===== src/rtl/ram_16x8.sv =====
// ram_16x8: 16-word x 8-bit program/data memory for SAP-1.
// Responds to MAR reads in run mode with a registered byte for the W bus,
// accepts a sequential program load over a valid/ready handshake, and
// clears every word to INIT_VALUE with a 16-cycle sweep after reset.
module ram_16x8 #(
  parameter int                ADDR_W     = 4,
  parameter int                DATA_W     = 8,
  parameter logic [DATA_W-1:0] INIT_VALUE = 8'h00
) (
  input  logic              CLK,
  input  logic              CLR,
  input  logic              PROG,
  input  logic              CE_bar,
  input  logic [ADDR_W-1:0] mar_input,
  output logic [DATA_W-1:0] ram_output,
  output logic              ram_oe,
  input  logic              prog_valid,
  input  logic [DATA_W-1:0] prog_data,
  output logic              prog_ready,
  output logic [ADDR_W-1:0] prog_addr,
  output logic              prog_done,
  output logic              busy
);

  localparam int DEPTH = 1 << ADDR_W;
  localparam logic [ADDR_W-1:0] LAST_ADDR = {ADDR_W{1'b1}};
  localparam logic [ADDR_W-1:0] ZERO_ADDR = {ADDR_W{1'b0}};
  localparam logic [ADDR_W-1:0] ONE_ADDR  = {{(ADDR_W-1){1'b0}}, 1'b1};

  typedef enum logic [1:0] {
    S_CLEARING = 2'd0,
    S_RUN      = 2'd1,
    S_LOAD     = 2'd2,
    S_LOADED   = 2'd3
  } state_t;

  state_t              state_q,      state_d;
  logic [ADDR_W-1:0]   clr_ptr_q,    clr_ptr_d;
  logic [ADDR_W-1:0]   prog_addr_q,  prog_addr_d;
  logic [DATA_W-1:0]   ram_output_q, ram_output_d;
  logic                ram_oe_q,     ram_oe_d;
  logic                prog_ready_q, prog_ready_d;
  logic                prog_done_q,  prog_done_d;
  logic                busy_q,       busy_d;

  // Single memory write port shared by the clear sweep and the loader.
  logic                wr_en_s;
  logic [ADDR_W-1:0]   wr_addr_s;
  logic [DATA_W-1:0]   wr_data_s;
  logic [DATA_W-1:0]   rd_data_s;

  logic [DATA_W-1:0]   mem_q [DEPTH];

  assign rd_data_s = mem_q[mar_input];

  // Next-state, next-output and memory write-port decode for every mode.
  always_comb begin
    state_d      = state_q;
    clr_ptr_d    = clr_ptr_q;
    prog_addr_d  = prog_addr_q;
    ram_output_d = ram_output_q;
    ram_oe_d     = ram_oe_q;
    prog_ready_d = prog_ready_q;
    prog_done_d  = prog_done_q;
    busy_d       = busy_q;
    wr_en_s      = 1'b0;
    wr_addr_s    = clr_ptr_q;
    wr_data_s    = INIT_VALUE;

    case (state_q)
      S_CLEARING: begin
        // All mode inputs are ignored until the sweep has covered every word.
        wr_en_s      = 1'b1;
        wr_addr_s    = clr_ptr_q;
        wr_data_s    = INIT_VALUE;
        clr_ptr_d    = clr_ptr_q + ONE_ADDR;
        ram_oe_d     = 1'b0;
        prog_ready_d = 1'b0;
        prog_done_d  = 1'b0;
        if (clr_ptr_q == LAST_ADDR) begin
          busy_d = 1'b0;
          if (PROG) begin
            state_d      = S_LOAD;
            prog_addr_d  = ZERO_ADDR;
            prog_ready_d = 1'b1;
          end else begin
            state_d = S_RUN;
          end
        end else begin
          busy_d = 1'b1;
        end
      end

      S_RUN: begin
        // Program mode wins over a simultaneous read request.
        prog_ready_d = 1'b0;
        prog_done_d  = 1'b0;
        if (PROG) begin
          state_d      = S_LOAD;
          prog_addr_d  = ZERO_ADDR;
          prog_ready_d = 1'b1;
          ram_oe_d     = 1'b0;
        end else if (!CE_bar) begin
          ram_output_d = rd_data_s;
          ram_oe_d     = 1'b1;
        end else begin
          ram_oe_d = 1'b0;
        end
      end

      S_LOAD: begin
        // Abort takes priority over a byte offered on the same edge.
        ram_oe_d = 1'b0;
        if (!PROG) begin
          state_d      = S_RUN;
          prog_ready_d = 1'b0;
        end else if (prog_valid && prog_ready_q) begin
          wr_en_s     = 1'b1;
          wr_addr_s   = prog_addr_q;
          wr_data_s   = prog_data;
          prog_addr_d = prog_addr_q + ONE_ADDR;
          if (prog_addr_q == LAST_ADDR) begin
            state_d      = S_LOADED;
            prog_done_d  = 1'b1;
            prog_ready_d = 1'b0;
          end else begin
            prog_ready_d = 1'b1;
          end
        end else begin
          prog_ready_d = 1'b1;
        end
      end

      S_LOADED: begin
        // Leaving program mode also services a read request on the same
        // edge, so the first byte is available one cycle after PROG drops.
        prog_ready_d = 1'b0;
        if (!PROG) begin
          state_d     = S_RUN;
          prog_done_d = 1'b0;
          if (!CE_bar) begin
            ram_output_d = rd_data_s;
            ram_oe_d     = 1'b1;
          end else begin
            ram_oe_d = 1'b0;
          end
        end else begin
          prog_done_d = 1'b1;
          ram_oe_d    = 1'b0;
        end
      end

      default: begin
        state_d      = S_CLEARING;
        clr_ptr_d    = ZERO_ADDR;
        ram_oe_d     = 1'b0;
        prog_ready_d = 1'b0;
        prog_done_d  = 1'b0;
        busy_d       = 1'b1;
      end
    endcase
  end

  // Control state and registered outputs, with synchronous reset into the sweep.
  always_ff @(posedge CLK) begin
    if (CLR) begin
      state_q      <= S_CLEARING;
      clr_ptr_q    <= ZERO_ADDR;
      prog_addr_q  <= ZERO_ADDR;
      ram_output_q <= {DATA_W{1'b0}};
      ram_oe_q     <= 1'b0;
      prog_ready_q <= 1'b0;
      prog_done_q  <= 1'b0;
      busy_q       <= 1'b1;
    end else begin
      state_q      <= state_d;
      clr_ptr_q    <= clr_ptr_d;
      prog_addr_q  <= prog_addr_d;
      ram_output_q <= ram_output_d;
      ram_oe_q     <= ram_oe_d;
      prog_ready_q <= prog_ready_d;
      prog_done_q  <= prog_done_d;
      busy_q       <= busy_d;
    end
  end

  // Storage array; not reset directly, the clear sweep initialises it.
  always_ff @(posedge CLK) begin
    if (wr_en_s && !CLR) begin
      mem_q[wr_addr_s] <= wr_data_s;
    end
  end

  assign ram_output = ram_output_q;
  assign ram_oe     = ram_oe_q;
  assign prog_ready = prog_ready_q;
  assign prog_addr  = prog_addr_q;
  assign prog_done  = prog_done_q;
  assign busy       = busy_q;

endmodule


===== config.mk =====
export PLATFORM = sky130hd
export DESIGN_NAME = ram_16x8
export DESIGN_NICKNAME = d
export VERILOG_FILES = /design/src/rtl/ram_16x8.sv
export SDC_FILE = /design/constraint.sdc
export NUM_CORES = 1
export LEC_CHECK = 0
export ABC_CLOCK_PERIOD_IN_PS = 2900
export BUFFER_PORTS_ARGS = -buffer_cell sky130_fd_sc_hd__clkbuf_2
export CAP_MARGIN = 0
export CORE_ASPECT_RATIO = 2
export CORE_MARGIN = 10
export CORE_UTILIZATION = 60
export CTS_CLUSTER_SIZE = 12
export DETAILED_ROUTE_END_ITERATION = 6
export PLACE_DENSITY = 0.84
export SYNTH_ARGS = -nofsm -noshare
export SYNTH_HDL_FRONTEND = slang
export SYNTH_SLANG_ARGS = --single-unit

===== constraint.sdc =====
create_clock -name CLK -period 2.9 [get_ports CLK]
set_input_delay 0.145 -clock CLK [delete_from_list [all_inputs] [get_ports CLK]]
set_output_delay 0.145 -clock CLK [all_outputs]
set_load 0.005 [all_outputs]

==> flow_metrics.py, run 1 <==
metrics = {
    "route": {
        "post_drt_wl_per_cell_um": 23.7,
        "drt-initial-drc-count": 348,
        "firstDrtPassIters": 5,
        "vias": 3420,
        "drc": 0,
        "drt_wl_total_um": 13000,
        "antenna_left": 0,
        "viasPerCell": 6.22,
    },
    "final_layout": {
        "diodes": 0,
        "syn_to_final_growth_pct": 13.4,
        "drive_above_1_share_pct": 22.2,
        "fillers": 653,
        "nets": 421,
        "final_cell_area_sq_um": 6930,
    },
    "synthesis": {
        "async_reset_ff_share_pct": 0,
        "yosys.area_share.simple_pct": 7.17,
        "synthXorXnorAreaFrac_pct": 0.430,
        "synth_compound_area_share_pct": 5.06,
        "syn_area_sq_um": 6110,
        "synth.yosys.seq_area_share_pct": 70.1,
        "synthDominantCellAreaShare_pct": 62.9,
        "synth_fa_ha_area_share_pct": 0.410,
        "synth_area_leaders": "edfxtp_1, dfxtp_1, mux4_2, mux2i_1, mux4_1",
        "synth_cells": 356,
        "yosysWarnings": 0,
        "synth_area_leader_cell": "edfxtp_1",
        "syn_nets": 375,
        "synthMuxAreaShare_pct": 14.6,
        "synth_cell_types": 45,
        "synth_edf_count": 128,
        "synth-seq-cells": 150,
        "synthFlopType": "edfxtp_1",
        "synth_top_family_by_area": "multiplexers",
        "avgSynthCellArea_sq_um": 17.2,
    },
    "floorplan": {
        "die_w_um": 91.4,
        "num_rows": 52,
        "core_area_sq_um": 10000,
        "start_util_pct": 61.0,
        "die_y_um": 163,
        "die_area_sq_um": 14900,
        "ios": 33,
    },
    "placed_design": {
        "dpl.hpwl_um": 8950,
        "dpl-instance-area_sq_um": 6400,
        "port_buffers": 32,
        "place_congestion": 0.880,
        "pre_cts_ws_ns": 0.551,
    },
    "run_status": {
        "status": "completed",
    },
    "timing": {
        "tns_ns": 0,
        "worst_slew_margin_rel_pct": 44.1,
        "layout_setup_ws_ns": 0.526,
        "period_minus_slack_ns": 2.37,
        "rsz0062_at_grt": "false",
        "finalMaxSlewViolations": 0,
        "setup_viol": 0,
        "final.period_utilization_pct": 81.9,
        "tightest_slew_ns": 0.839,
        "skew_ns": 0.0105,
        "hold_violations": 0,
        "fmax_mhz": 421,
    },
    "clock_network": {
        "clkTransAtPathRegs_ns": 0.05,
        "cts_tree": "done",
        "cts_buffer_depth": 2,
        "cts.repair.resized": 0,
        "insertion_delay_ns": 0.42,
        "h-tree-depth": 4,
        "root_buffer": "clkbuf_16",
        "numCtsBuffers": 17,
        "cts_num_sinks": 150,
    },
    "global_routing": {
        "overflow": 0,
        "grt_max_degree": 31,
        "first_global_vias": 3508,
        "track_usage_pct": 18.3,
        "grt_pass1_wl_um": 20200,
        "antenna_found_initial": 0,
    },
    "power": {
        "ir_drop_mv": 0.554,
        "p_leak_uw": 0.00242,
        "powerDensity_nw_per_um2": 647,
    },
    "critical_path": {
        "r2r_slack_ns": 0.53,
        "crit_path_start": "state_q[1]$_SDFFE_PP0P_",
        "crit_arrival_ns": 2.41,
        "crit_required_ns": 2.93,
        "worstSetupEndpointType": "register",
        "worstPathMaxFanout": 9,
        "path_class": "reg2reg",
        "r2r-start": "state_q[1]$_SDFFE_PP0P_",
        "startpoint_type": "register",
    },
    "hold_path": {
        "worstHoldPathType": "in2reg",
        "worst_hold_startpoint": "PROG",
    },
    "job": {
        "drv_cap": 0,
    },
}
==> final timing paths <==
check                                             endpoint  cells past startpoint
worst min-delay path                     ram_oe$_SDFF_PP0_                      2
worst max-delay path                 mem_q[7][0]$_DFFE_PP_                      4
worst max register to register       mem_q[7][0]$_DFFE_PP_                      4
worst min register to register  ram_output[1]$_SDFFE_PP0P_                      2
==> cells by family after synthesis <==
logic type | count (synthesis)
DFF | 150
and+or+nand+nor | 83
muxes | 53
AOI/OAI and AO/OA | 44
buffers and inverters | 21
xor gates and xnor gates | 3
adders and majority gates | 2
==> metal layers <==
| metal | wire (um) | GRT usage, % | share of wire (%) |
|---|---|---|---|
| met1 | 4570 | 19.8 | 35 |
| met4 | 545 | 10.5 | 4.2 |
| met3 | 800 | 4.52 | 6.1 |
| met2 | 7100 | 31.7 | 55 |
| met5 | 0 | 0 | 0 |
==> critical path, stage by stage, from the launching register on <==
cell	delay, ns
dfxtp_1	0.47
nand2b_1	0.22
nor2_2	0.32
mux2_2	0.42
nor2_1	0.57
==> report_power, final <==
group / switching (uW) / internal (uW) / leakage, uW
registers: 12.8 / 2340 / 0.00132
clock network: 786 / 1160 / 0.000262
logic: 101 / 80.6 / 0.000833
total: 901 / 3580 / 0.00242
==> cells in the final DEF, fill, tap and decap left out, types with 2 or more instances in the layout <==
cell / n
a2111oi_0: 6
a211o_1: 3
a211oi_1: 3
a21oi_1: 10
a2bb2oi_1: 2
a31oi_1: 2
and2_1: 2
and3_1: 11
buf_4: 10
clkbuf_1: 3
clkbuf_16: 17
clkbuf_2: 32
clkinv_1: 2
clkinv_2: 7
dfxtp_1: 22
edfxtp_1: 128
ha_1: 2
inv_1: 5
mux2i_1: 26
mux4_1: 9
mux4_2: 17
nand2_1: 12
nand2b_1: 8
nand3_1: 3
nor2_1: 27
nor2b_1: 8
nor3_1: 4
o21ai_0: 8
o21ai_1: 2
o221ai_1: 3
xor2_1: 2
==> flip-flops by register name, indices dropped and copies added (netlist names) <==
name and count:
mem_q 128, ram_output 8, clr_ptr_q 4, prog_addr 4
state_q 2, busy 1, prog_done 1, prog_ready 1
ram_oe 1
==> cells in the mapped netlist, drive strengths merged (2+ instances only) <==
| library cell | number |
|---|---|
| mux2i | 26 |
| clkbuf | 2 |
| xor2 | 2 |
| nor2 | 28 |
| mux4 | 26 |
| dfxtp | 22 |
| a21oi | 10 |
| nor3 | 4 |
| a211oi | 3 |
| nand2 | 13 |
| a2bb2oi | 2 |
| nand2b | 8 |
| nor2b | 8 |
| nand3 | 4 |
| nor4b | 2 |
| buf | 14 |
| a211o | 3 |
| inv | 5 |
| ha | 2 |
| and3 | 11 |
| a31oi | 2 |
| a2111oi | 6 |
| o221ai | 3 |
| and2 | 2 |
| edfxtp | 128 |
| o21ai | 10 |
==> final cells by class <==
| type | count | area, sq um | share of cell area (%) |
|---|---|---|---|
| clock buffers | 20 | 437 | 6.30 |
| clock inverters | 12 | 88.8 | 1.28 |
| multi-input cells | 185 | 1690 | 24.4 |
| repair buffers | 43 | 245 | 3.54 |
| flip-flops and latches | 150 | 4280 | 61.8 |
| well taps | 135 | 169 | 2.44 |
| inverters | 5 | 18.8 | 0.271 |
==> through the flow <==
step	hold slack (ns)	cells	power, uW	util (%)
global route	0.0752	550	4610	69.2
CTS	0.0441	550	4510	69.2
floorplan	0.226	356	2520	-
detailed placement	0.376	517	2580	63.8
finish	0.0654	550	4480	69.2
global placement	0.373	517	2570	63.8
==> timing repair <==
item | CTS | global route
hold endpoints to repair | 1 | 0
setup endpoints to repair | 0 | 0
hold buffers | 1 | 0
buffers inserted | 0 | 0
Note: power is estimated with default switching activity, not from simulation.
==> run 2, diff against run 1 <==
ABC_AREA = 1   (was default)
ABC_CLOCK_PERIOD_IN_PS = 2400   (was 2900)
CORE_UTILIZATION = 61   (was 60)
PLACE_DENSITY = 0.85   (was 0.84)
clock period = 2.4 ns   (was 2.9 ns; I/O delays follow)
==> run 2 against run 1 <==
  * Non-clock buffer count is 23 higher
  * Cell area up 9.9%
  * Clock power increased by 32%
  * Utilization grew 3.1 points
  * Synthesized cell count is 93% higher
  * First-iteration DRC count is 67% higher
  * Die area is 4.8% higher
==> flow_metrics.py, run 2 <==
metrics = {
    "floorplan": {
        "core_area_sq_um": 10500,
        "num_rows": 53,
        "die_y_um": 167,
        "start_util_pct": 62.3,
        "die_area_sq_um": 15600,
        "ios": 33,
        "die_w_um": 93.4,
    },
    "synthesis": {
        "syn_nets": 705,
        "yosys.cell_count.top_type": "nand2_1",
        "synth_cells": 686,
        "yosysWarnings": 0,
        "synth_common_cells": "nand2_1, edfxtp_1, inv_1",
        "synth.yosys.seq_area_share_pct": 65.2,
        "synth-seq-cells": 150,
        "async_reset_ff_share_pct": 0,
        "synth_area_leaders": "edfxtp_1, nand2_1, nand3_1, dfxtp_1, inv_1",
        "synth_cell_types": 27,
        "syn_area_sq_um": 6570,
        "synthDominantCellAreaShare_pct": 58.5,
        "synth_edf_count": 128,
        "avgSynthCellArea_sq_um": 9.58,
        "synth_area_leader_cell": "edfxtp_1",
        "synthFlopType": "edfxtp_1",
    },
    "clock_network": {
        "root_buffer": "clkbuf_16",
        "numCtsBuffers": 17,
        "cts_buffer_depth": 2,
        "cts_tree": "done",
        "postCtsSetupBuffers": 0,
        "cts_num_sinks": 150,
        "clkTransAtPathRegs_ns": 0.05,
        "h-tree-depth": 4,
        "insertion_delay_ns": 0.43,
    },
    "timing": {
        "tns_ns": 0,
        "worst_slew_margin_rel_pct": 35.2,
        "setup_viol": 0,
        "rsz0062_at_grt": "false",
        "skew_ns": 0.0103,
        "hold_violations": 0,
        "finalMaxSlewViolations": 0,
        "final.period_utilization_pct": 92.8,
        "period_minus_slack_ns": 2.23,
        "tightest_slew_ns": 0.970,
        "fmax_mhz": 449,
    },
    "route": {
        "wl_met3_um": 1190,
        "vias": 5008,
        "antenna_left": 0,
        "wl_met1_um": 5560,
        "firstDrtPassIters": 6,
        "routed.top_layer": "met4",
        "viasPerCell": 5.61,
        "post_drt_wl_per_cell_um": 19.4,
        "routed-wl-met2_um": 9220,
        "drt-initial-drc-count": 581,
        "drc": 0,
        "drt_wl_total_um": 17400,
    },
    "critical_path": {
        "crit_arrival_ns": 2.30,
        "startpoint_type": "register",
        "path_class": "reg2reg",
        "worstPathMaxFanout": 17,
        "worstSetupEndpointType": "register",
        "crit_required_ns": 2.47,
    },
    "power": {
        "switching_share_pct": 21.2,
        "power.switching_uw": 1200,
        "combPwrFrac_pct": 4.9,
        "finalPower_uw": 5670,
        "seqPwrFrac_pct": 49.9,
        "clockPowerShare_pct": 45.3,
        "p_int_uw": 4470,
        "powerDensity_nw_per_um2": 745,
        "p_leak_uw": 0.00343,
        "ir_drop_mv": 0.567,
    },
    "final_layout": {
        "syn_to_final_growth_pct": 16.0,
        "drive_above_1_share_pct": 13.5,
        "largest_register": "mem_q",
        "nets": 762,
        "diodes": 0,
        "multiInputGateArea_sq_um": 1780,
        "seq_area_sq_um": 4280,
        "largest_reg_flops": 128,
        "final_cell_mix": "nand2_1, edfxtp_1, inv_1",
        "fillers": 670,
        "final_common_cell": "nand2_1",
    },
    "placed_design": {
        "dpl.hpwl_um": 11500,
        "port_buffers": 32,
        "place_congestion": 0.909,
    },
    "job": {
        "drv_cap": 0,
    },
    "hold_path": {
        "worstHoldPathType": "in2reg",
    },
    "run_status": {
        "status": "completed",
    },
    "global_routing": {
        "antenna_found_initial": 0,
        "track_usage_pct": 23.2,
        "grt_pass1_wl_um": 27000,
        "overflow": 0,
        "grt_max_degree": 65,
        "first_global_vias": 5049,
    },
}
-- run 2: changes by cell type after synthesis, moves of 17 or more --
cell	previous run	this run
inv_1	5	101
nor2_1	27	50
nand2_1	12	225
mux2i_1	26	0
nand3_1	3	97
mux4_2	17	0
-- run 2: cell type report --
| class | count | share of cell area, % |
|---|---|---|
| Multi-Input combinational cell | 405 | 23.3 |
| Timing Repair Buffer | 66 | 5.48 |
| Inverter | 103 | 5.07 |
| Sequential cell | 150 | 56.2 |
| Clock inverter | 5 | 0.476 |
| Clock buffer | 27 | 7.19 |
| Tap cell | 137 | 2.25 |
-- run 2: per-layer routing --
layer | track usage, % | vias up
li1 | - | 2326
met1 | 22.5 | 2303
met2 | 40.7 | 299
met3 | 4.32 | 80
met4 | 18.3 | 0
met5 | 0 | -
-- run 2: per-stage QoR --
stage | setup WS (ns) | instances | area [sq um] | utilization [%] | hold slack [ns]
2_1_floorplan | 0.499 | 686 | 6570 | - | 0.192
3_3_place_gp | 0.278 | 860 | 7020 | 66.6 | 0.355
3_5_place_dp | 0.154 | 860 | 7020 | 66.6 | 0.365
4_1_cts | 0.0387 | 893 | 7620 | 72.2 | 0.0841
5_1_grt | 0.0124 | 893 | 7620 | 72.3 | 0.120
6_report | 0.174 | 893 | 7620 | 72.3 | 0.0878
-- run 2: path summary, 6_finish.rpt --
path | depth (start not counted) | end | from | slack [ns]
max | 8 | mem_q[6][0]$_DFFE_PP_ | state_q[1]$_SDFFE_PP0P_ | 0.17
min | 2 | ram_oe$_SDFF_PP0_ | PROG | 0.09
max reg2reg | 8 | mem_q[6][0]$_DFFE_PP_ | state_q[1]$_SDFFE_PP0P_ | 0.17
min reg2reg | 2 | busy$_SDFFE_PP1N_ | busy$_SDFFE_PP1N_ | 0.48
-- run 2: what timing repair did --
| item | in CTS | in global routing |
|---|---|---|
| hold buffers | 1 | 0 |
| resized for setup | 0 | 1 |
| setup endpoints to repair | 0 | 8 |
| hold endpoints to repair | 1 | 0 |
-- run 2: critical path, cell delays in order, from the launching register on --
cell and delay (ns):
dfxtp_1 0.36, inv_1 0.10, nor2_4 0.17, nand4_4 0.27, nand2_1 0.16, o21ai_1 0.17, inv_1 0.17, nand2_1 0.11
nor2_2 0.36
-- run 2: power groups by stage --
stage,sequential (uW),clock (uW),combinational (uW)
2_1_floorplan,2880,0,178
3_3_place_gp,2880,0,250
3_5_place_dp,2880,0,261
4_1_cts,2830,2570,267
5_1_grt,2830,2680,303
6_report,2830,2570,275
-- run 2: cells by family (layout without fill, tap and decap cells) --
kind of cell    count (synthesis)  in the layout  share of synthesized area (%)
compound gates                 20             20                           1.90
xor+xnor                        1              1                          0.133
fa+ha+maj                       2              2                          0.381
buf+inv                       131            201                           7.83
flops                         150            150                           65.2
simple gates                  382            382                           24.6
==> run 3, diff against run 2 <==
ABC_CLOCK_PERIOD_IN_PS = 2700   (was 2400)
CAP_MARGIN = 10   (was 0)
CORE_UTILIZATION = 65   (was 61)
PLACE_DENSITY = default   (was 0.85)
PLACE_DENSITY_LB_ADDON = 0.2   (was default)
clock period = 2.7 ns   (was 2.4 ns; I/O delays follow)
==> run 3 against run 2 <==
  * Critical path depth is 2 lower
  * Cell count is 1.9% lower
  * Critical path type unchanged
  * Global-route usage hardly changed
  * Highest routed layer unchanged
==> flow_metrics.py, run 3 (same netlist as run 2, synthesis figures left out) <==
metrics = {
    "run_status": {
        "status": "completed",
    },
    "route": {
        "viasPerCell": 5.59,
        "vias": 4899,
        "antenna_left": 0,
        "firstDrtPassIters": 6,
        "drc": 0,
        "drt-initial-drc-count": 433,
        "drt_wl_total_um": 16400,
        "post_drt_wl_per_cell_um": 18.7,
    },
    "power": {
        "ir_drop_mv": 0.673,
        "power.switching_uw": 1140,
        "seqPwrFrac_pct": 48.6,
        "p_leak_uw": 0.00336,
        "powerDensity_nw_per_um2": 685,
        "clockPowerShare_pct": 46.9,
        "p_int_uw": 4040,
        "combPwrFrac_pct": 4.5,
        "switching_share_pct": 22.0,
    },
    "final_layout": {
        "largest_reg_flops": 128,
        "syn_to_final_growth_pct": 14.9,
        "multiInputGateArea_sq_um": 1770,
        "fillers": 690,
        "final_common_cell": "nand2_1",
        "seq_area_sq_um": 4280,
        "nets": 750,
        "largest_register": "mem_q",
        "diodes": 0,
        "final_cell_mix": "nand2_1, edfxtp_1, inv_1",
        "drive_above_1_share_pct": 12.4,
    },
    "critical_path": {
        "startpoint_type": "register",
        "worstSetupEndpointType": "register",
        "r2r-start": "state_q[1]$_SDFFE_PP0P_",
        "crit_required_ns": 2.76,
        "crit_path_start": "state_q[1]$_SDFFE_PP0P_",
        "path_class": "reg2reg",
        "worstPathMaxFanout": 17,
        "crit_arrival_ns": 2.50,
    },
    "clock_network": {
        "numCtsBuffers": 17,
        "insertion_delay_ns": 0.43,
        "root_buffer": "clkbuf_16",
        "postCtsSetupBuffers": 0,
        "cts_num_sinks": 150,
        "clkTransAtPathRegs_ns": 0.06,
        "cts_hold_buf": 1,
        "cts_tree": "done",
        "h-tree-depth": 4,
        "cts.repair.resized": 0,
        "cts_buffer_depth": 2,
    },
    "placed_design": {
        "dpl.hpwl_um": 10800,
        "port_buffers": 32,
        "place_congestion": 0.918,
    },
    "timing": {
        "rsz0062_at_grt": "false",
        "fmax_mhz": 410,
        "finalMaxSlewViolations": 0,
        "final.period_utilization_pct": 90.3,
        "skew_ns": 0.00913,
        "setup_viol": 0,
        "hold_violations": 0,
        "period_minus_slack_ns": 2.44,
        "tightest_slew_ns": 0.980,
        "tns_ns": 0,
        "whs_ns": 0.0778,
        "worst_slew_margin_rel_pct": 34.6,
    },
    "global_routing": {
        "grt_pass1_wl_um": 25900,
        "overflow": 0,
        "track_usage_pct": 23.1,
        "met2_usage_pct": 41.7,
        "busiest_layer": "met2",
        "grt_max_degree": 65,
        "grtUsageMet3_pct": 5.36,
        "grt_use_met1_pct": 22.7,
        "first_global_vias": 5115,
        "antenna_found_initial": 0,
    },
    "floorplan": {
        "ios": 33,
        "die_y_um": 162,
        "die_w_um": 91.1,
        "die_area_sq_um": 14800,
        "start_util_pct": 66.9,
        "num_rows": 51,
        "core_area_sq_um": 9830,
    },
    "hold_path": {
        "worstHoldPathType": "in2reg",
        "worst_hold_startpoint": "PROG",
    },
    "job": {
        "drv_cap": 0,
    },
}
run 3: changes by cell type in the layout (fill, tap and decap cells not counted), sizes merged:
| cell | previous run | this run |
|---|---|---|
| buf | 33 | 21 |
| clkinv | 5 | 3 |
| inv | 103 | 107 |
| bufinv | 0 | 3 |
| clkbuf | 59 | 51 |
| clkinvlp | 0 | 3 |
run 3: metal layers:
metal	wire [um]	vias to the layer above	share of wire [%]
li1	-	2302	-
met1	5510	2304	34
met2	9070	223	55
met3	919	70	5.6
met4	914	0	5.6
met5	0	-	0
run 3: final timing paths:
check | end | slack, ns | depth (start not counted)
max | mem_q[3][2]$_DFFE_PP_ | 0.26 | 6
min | ram_oe$_SDFF_PP0_ | 0.08 | 2
max reg2reg | mem_q[3][2]$_DFFE_PP_ | 0.26 | 6
min reg2reg | busy$_SDFFE_PP1N_ | 0.46 | 2
run 3: power by group through the flow:
stage          Combinational, uW  Clock, uW  Sequential, uW
2_1_floorplan                158          0            2560
3_3_place_gp                 219          0            2560
3_5_place_dp                 225          0            2560
4_1_cts                      229       2420            2510
5_1_grt                      260       2530            2510
6_report                     235       2420            2510
run 3: final cells by class:
| cell class | instances | area share (%) |
|---|---|---|
| Clock buffer | 19 | 5.73 |
| Inverter | 103 | 5.12 |
| Clock inverter | 13 | 2.27 |
| Sequential cell | 150 | 56.7 |
| Tap cell | 132 | 2.19 |
| Multi-Input combinational cell | 405 | 23.5 |
| Timing Repair Buffer | 54 | 4.51 |
run 3: metrics by stage:
stage	instances	instance area (sq um)	setup WS, ns	total power (uW)	utilization (%)
5_1_grt	876	7550	0.119	5300	76.9
3_5_place_dp	843	6940	0.363	2790	70.6
3_3_place_gp	843	6940	0.521	2780	70.6
6_report	876	7550	0.262	5170	76.9
4_1_cts	876	7550	0.322	5170	76.9
2_1_floorplan	686	6570	0.799	2720	-
run 3: critical path, stage by stage, from the launching register on:
cell and delay (ns):
dfxtp_1 0.36, inv_1 0.10, nor2_4 0.16, nand4_4 0.25, o21ai_0 0.43, nand2_1 0.21
nor2_1 0.55
